$ cat src/rtl/rv32i_pkg.sv
// Shared constants and the IF/ID pipeline register type for the RV32I fetch stage.
package rv32i_pkg;
  localparam int          XLEN             = 32;
  localparam logic [31:0] NOP_INST         = 32'h0000_0013;
  localparam logic [31:0] RESET_PC_DEFAULT = 32'h0000_0000;

  typedef struct packed {
    logic        valid;
    logic [31:0] pc;
    logic [31:0] pc_plus4;
    logic [31:0] inst;
  } if_id_t;

  function automatic if_id_t bubble(input logic [31:0] nop);
    if_id_t b;
    b.valid    = 1'b0;
    b.pc       = '0;
    b.pc_plus4 = '0;
    b.inst     = nop;
    return b;
  endfunction
endpackage

$ cat src/rtl/rv32i_if_stage_if.sv
// Control bundle between the fetch stage and its PC register.
interface rv32i_if_stage_if #(parameter int W = 32);
  logic         stall;
  logic         redirect_valid;
  logic [W-1:0] redirect_pc;
  logic [W-1:0] pc;

  modport master (output stall, redirect_valid, redirect_pc, input pc);
  modport slave  (input stall, redirect_valid, redirect_pc, output pc);
endinterface

$ cat src/rtl/rv32i_pc_reg.sv
// Program counter with next-PC selection: redirect > stall > sequential advance.
module rv32i_pc_reg
  import rv32i_pkg::*;
#(
  parameter int         W        = 32,
  parameter logic [W-1:0] RESET_PC = RESET_PC_DEFAULT
) (
  input  logic             i_clk,
  input  logic             i_rst_n,
  rv32i_if_stage_if.slave  ctl
);
  logic [W-1:0] pc_q, pc_d;

  // Redirect targets are forced word-aligned; misalignment is reported by the stage.
  always_comb begin
    pc_d = pc_q;
    if (ctl.redirect_valid) pc_d = {ctl.redirect_pc[W-1:2], 2'b00};
    else if (!ctl.stall)    pc_d = pc_q + W'(4);
  end

  always_ff @(posedge i_clk) begin
    if (!i_rst_n) pc_q <= RESET_PC;
    else          pc_q <= pc_d;
  end

  assign ctl.pc = pc_q;
endmodule

$ cat src/rtl/rv32i_if_stage.sv
// RV32I instruction fetch stage: PC register, combinational imem address, IF/ID register.
module rv32i_if_stage
  import rv32i_pkg::*;
#(
  parameter int                 INST_WIDTH = 32,
  parameter logic [INST_WIDTH-1:0] RESET_PC   = RESET_PC_DEFAULT,
  parameter logic [INST_WIDTH-1:0] NOP_INST   = rv32i_pkg::NOP_INST
) (
  input  logic                  i_clk,
  input  logic                  i_rst_n,
  output logic [INST_WIDTH-1:0] o_imem_addr,
  input  logic [INST_WIDTH-1:0] i_imem_inst,
  input  logic                  i_stall,
  input  logic                  i_flush,
  input  logic                  i_redirect_valid,
  input  logic [INST_WIDTH-1:0] i_redirect_pc,
  output logic                  o_id_valid,
  output logic [INST_WIDTH-1:0] o_id_pc,
  output logic [INST_WIDTH-1:0] o_id_pc_plus4,
  output logic [INST_WIDTH-1:0] o_id_inst,
  output logic                  o_misalign
);
  rv32i_if_stage_if #(.W(INST_WIDTH)) ctl ();

  assign ctl.stall          = i_stall;
  assign ctl.redirect_valid = i_redirect_valid;
  assign ctl.redirect_pc    = i_redirect_pc;

  rv32i_pc_reg #(.W(INST_WIDTH), .RESET_PC(RESET_PC)) u_pc_reg (
    .i_clk   (i_clk),
    .i_rst_n (i_rst_n),
    .ctl     (ctl.slave)
  );

  assign o_imem_addr = ctl.pc;

  if_id_t if_id_q, if_id_d;
  logic   misalign_q, misalign_d;

  // Flush and redirect both squash the word being fetched, even under stall.
  always_comb begin
    if_id_d = if_id_q;
    if (i_redirect_valid || i_flush) begin
      if_id_d = bubble(NOP_INST);
    end else if (!i_stall) begin
      if_id_d.valid    = 1'b1;
      if_id_d.pc       = ctl.pc;
      if_id_d.pc_plus4 = ctl.pc + INST_WIDTH'(4);
      if_id_d.inst     = i_imem_inst;
    end
    misalign_d = i_redirect_valid && (i_redirect_pc[1:0] != 2'b00);
  end

  always_ff @(posedge i_clk) begin
    if (!i_rst_n) begin
      if_id_q    <= bubble(NOP_INST);
      misalign_q <= 1'b0;
    end else begin
      if_id_q    <= if_id_d;
      misalign_q <= misalign_d;
    end
  end

  assign o_id_valid    = if_id_q.valid;
  assign o_id_pc       = if_id_q.pc;
  assign o_id_pc_plus4 = if_id_q.pc_plus4;
  assign o_id_inst     = if_id_q.inst;
  assign o_misalign    = misalign_q;
endmodule

$ cat config.mk
export PLATFORM = sky130hd
export DESIGN_NAME = rv32i_if_stage
export DESIGN_NICKNAME = d
export VERILOG_FILES = /design/src/rtl/rv32i_pkg.sv /design/src/rtl/rv32i_if_stage_if.sv /design/src/rtl/rv32i_pc_reg.sv /design/src/rtl/rv32i_if_stage.sv
export SDC_FILE = /design/constraint.sdc
export NUM_CORES = 1
export LEC_CHECK = 0
export ABC_AREA = 1
export BUFFER_PORTS_ARGS = -buffer_cell sky130_fd_sc_hd__buf_2
export CAP_MARGIN = 20
export CORE_MARGIN = 8
export CORE_UTILIZATION = 49
export DETAILED_ROUTE_END_ITERATION = 10
export PLACE_DENSITY = 0.78
export SKIP_LAST_GASP = 1
export SYNTH_ARGS = -nofsm -noshare
export SYNTH_HDL_FRONTEND = slang
export SYNTH_SLANG_ARGS = --single-unit
export TNS_END_PERCENT = 10
$ cat constraint.sdc
create_clock -name i_clk -period 1.55 [get_ports i_clk]
set_input_delay 0.3875 -clock i_clk [delete_from_list [all_inputs] [get_ports i_clk]]
set_output_delay 0.3875 -clock i_clk [all_outputs]
set_load 0.005 [all_outputs]
==> results.txt <==
- Post-Syn Area per Cell: 6.88 um^2
- Pin placement for this block handled 199 I/O pins.
* Violations in the final reports: negative setup slack
* Setup slack of the worst register-to-register path: approximately 0.020 ns
- Pleak: 3.31 nW
* Area leader, netlist: sky130_fd_sc_hd__dfxtp_1
- The critical path ends at o_imem_addr[8].
- The worst setup path is captured at an output port.
* Setup skew after layout: 0.0107 ns
- Worst-Skew Late Latency: around 0.52 ns
- Detailed-route vias per instance: between 5 and 6
- Critical path, cell by cell: buf_4 -> buf_2
* Part of the cycle the worst path needs: 103%
* Type of the most critical hold path: primary input to flip-flop
- Maximum number of pins on one net before global-route repair: 46
- CTS tree: yes
- Run status: finished with violations
* Type of the worst setup path: flip-flop to output port
- Total DRC errors in the routed layout: 0
* Initial standard-cell utilization of the core: 50.1%
- For this block, the initial DRC count from the detailed router was 540.
- CTS saw 124 sinks.
* Setup total negative slack: -0.0756 ns
- For this run, the slowest stage of the critical path takes 0.40 ns.
- Crit Path Max Fanout: 5
* Fraction of post-synthesis cell area in the top cell type by area: 45.9%
- First-pass GRT wire length: ~29000 um
- STA puts the critical path data arrival time at 1.20 ns.
- Clock-pin slew was measured on the worst setup and hold paths at 0.06 ns.
- In this run the vertical extent of the chip is 121 um.
- Prior to clock tree synthesis, the placed netlist has a worst setup slack of 0.00168 ns.
- The first detailed-routing pass took 5 iterations.
- Static timing analysis puts the maximum clock frequency at 0.628 GHz.
- Yosys printed 0 warnings.
- Once routing completed, OpenROAD measured the worst setup slack at -0.0418 ns.
- Routability-driven placement congestion ratio: around 0.93
* Clock tree root driver cell: sky130_fd_sc_hd__clkbuf_8
- The floorplan has 38 rows.
* Global Route Usage Sum: approximately a quarter
- Combined area of all synthesized cells: 5410 um^2
* Worst setup path startpoint: u_pc_reg.ctl.pc[8]
* Die width: 121 um
- Overall power consumption after layout is estimated at 0.00801 W.
- The via count of the first global-routing pass was 5541.
* Unique cell type count in the Yosys netlist: 30
* Launch point of the worst reg-to-reg path: u_pc_reg.ctl.pc[2]
* Cells after synthesis: between 700 and 800
- Number of nets with antenna violations after detailed routing: 0
- The H-tree was split into 4 levels.
* Top cells by area, synth: sky130_fd_sc_hd__dfxtp_1 46%, sky130_fd_sc_hd__nand2_1 15%, sky130_fd_sc_hd__a21oi_1 10%
- For this block, the routed nets add up to 18200 um of wire.
- The endpoint identified for the worst register-to-register timing path is o_id_pc_plus4[30].
- After synthesis the netlist holds a flip-flop and latch count of between 100 and 150.
- VDD sags by at most ~0.59 mV.
- Period minus WS final: approximately 1.6 ns
* Area Overhead vs Synth: 35.8%
- HPWL after DPL: 13100 um
- Total of buffers placed on input and output ports: 192
* Count of endpoints failing setup in the final report: 3
- The number of cells on the worst reg-to-reg path is 9.
* Final number of max-transition violations: 0
* Clk buf depth: 2
* Count of endpoints failing hold in the final timing report: 0
* Most frequent cells in the layout: 215 x sky130_fd_sc_hd__nand2_1, 191 x sky130_fd_sc_hd__buf_2, 113 x sky130_fd_sc_hd__dfxtp_1
* Total via count in the routed design: 5830
* CP startpoint kind: flip-flop
* Portion of the post-synthesis area used by sequential elements: a little under half
* Number of clock buffers inserted by TritonCTS: 17
- Global route total overflow: 0
* Layout filler cell count: 962
- Setup repair after global routing missed its margin: true
- Final routed wire length divided by cell count: around 16 um
* Hold buffer count at CTS: 0
* Max cap viols: 0
- Core Box Area: 10800 um^2
- Final layout net count: 1058
- Of the cells placed in the final design, the portion with a size suffix greater than 1 is between 20% and 30%.
- STA puts the critical path data required time at 1.16 ns.
* Die ar.: roughly 15000 um^2
* Number of antenna violations at the first check in global routing: 1
- PwrDens: 1090 nW/um^2
* Cell with the biggest individual delay on the critical path: sky130_fd_sc_hd__dfxtp_1
- Leading cell type in the layout, fill and taps excluded: sky130_fd_sc_hd__nand2_1
[worst max-delay path: cells and delay by family, from the launching register on]
kind	cells	cell delay, ns
buffers and inverters	2	0.29
DFF	1	0.40
[cell usage after synthesis]
master                       n
sky130_fd_sc_hd__a31oi_1     4
sky130_fd_sc_hd__nand2_4     1
sky130_fd_sc_hd__o211ai_1    1
sky130_fd_sc_hd__nor2_1    103
sky130_fd_sc_hd__nand2_1   216
sky130_fd_sc_hd__buf_2      10
sky130_fd_sc_hd__inv_2       2
sky130_fd_sc_hd__clkbuf_1   29
sky130_fd_sc_hd__xor2_1      4
sky130_fd_sc_hd__nor3_1      1
sky130_fd_sc_hd__and2_1      1
sky130_fd_sc_hd__o21a_1      3
sky130_fd_sc_hd__ha_1        1
sky130_fd_sc_hd__a21oi_1   109
sky130_fd_sc_hd__nor3_2      1
sky130_fd_sc_hd__inv_1      56
sky130_fd_sc_hd__o21ai_0    31
sky130_fd_sc_hd__nand3_1    43
sky130_fd_sc_hd__nand4_1    15
sky130_fd_sc_hd__dfxtp_1   124
sky130_fd_sc_hd__xnor2_1     1
sky130_fd_sc_hd__or2_2       1
sky130_fd_sc_hd__buf_4       6
sky130_fd_sc_hd__conb_1      1
sky130_fd_sc_hd__nor2_4      4
sky130_fd_sc_hd__nand2_2     2
sky130_fd_sc_hd__clkbuf_2    1
sky130_fd_sc_hd__buf_1       2
sky130_fd_sc_hd__nor2_2      7
sky130_fd_sc_hd__o21ai_1     6
[metrics by stage]
step                      cells  hold WS, ns  utilization [%]  instance area (um^2)
after global placement     1107        0.444             61.9                  6680
after detailed placement   1107        0.449             61.9                  6680
after global routing       1142       0.0790             68.0                  7340
final                      1142       0.0801             68.0                  7340
after floorplan             791        0.453                -                  5430
after CTS                  1139       0.0765             67.3                  7260
[registers in the layout, indices dropped and copies added (netlist names)]
| register | flops |
|---|---|
| u_pc_reg.ctl.pc | 30 |
| o_id_inst | 32 |
| o_misalign | 1 |
| o_id_pc_plus4 | 30 |
| o_id_pc | 30 |
| o_id_valid | 1 |
[worst min-delay path by stage]
| stage | endpoint | startpoint | depth (start not counted) |
|---|---|---|---|
| 3_3_place_gp | o_id_inst[15] | o_id_inst[15] | 2 |
| 5_1_grt | o_id_inst[4] | i_imem_inst[4] | 3 |
| 6_report | o_id_inst[4] | i_imem_inst[4] | 3 |
| 2_1_floorplan | o_id_inst[15] | o_id_inst[15] | 2 |
| 4_1_cts | o_id_inst[4] | i_imem_inst[4] | 3 |
| 3_5_place_dp | o_id_inst[15] | o_id_inst[15] | 2 |
[routing by layer]
layer	share of wire (%)	vias to the layer above	global-route usage, %
met2	45	224	37.3
met4	2.3	0	9.37
met1	44	2647	31.9
met3	8.4	22	6.84
met5	0	-	0
li1	-	2937	-
[repair_timing]
| action | CTS | global route |
|---|---|---|
| gates resized for setup | 1 | 25 |
| endpoints found under the setup margin | 10 | 45 |
| setup buffers | 0 | 2 |
| pin swaps | 0 | 1 |
| hold endpoints to repair | 0 | 0 |
[kinds of logic after synthesis]
family                   after synthesis  share of synthesized area, %
AND/OR/NAND/NOR                      395                          30.4
other                                  1                        0.0693
XOR/XNOR                               5                         0.810
adder cells (fa/ha/maj)                1                         0.231
flip-flops                           124                          45.9
AO/OA/AOI/OAI                        154                          14.5
buffers and inverters                106                          8.03
[where the power goes]
part	internal, W	switching [W]	total (W)
combinational	0.000299	0.000450	0.000749
clock	0.00239	0.00153	0.00391
sequential	0.00327	0.0000720	0.00334
[layout make-up]
cell class	count	area (um^2)	share of cell area, %
diodes	1	2.50	0.0341
clock buffers	20	445	6.07
clock inverters	12	138	1.87
inverters	58	218	2.96
multi-input cells	561	2560	34.9
flip-flops and latches	124	2500	34.0
well taps	140	175	2.39
repair buffers	226	1310	17.8
Power figures use the tool's default switching activity.
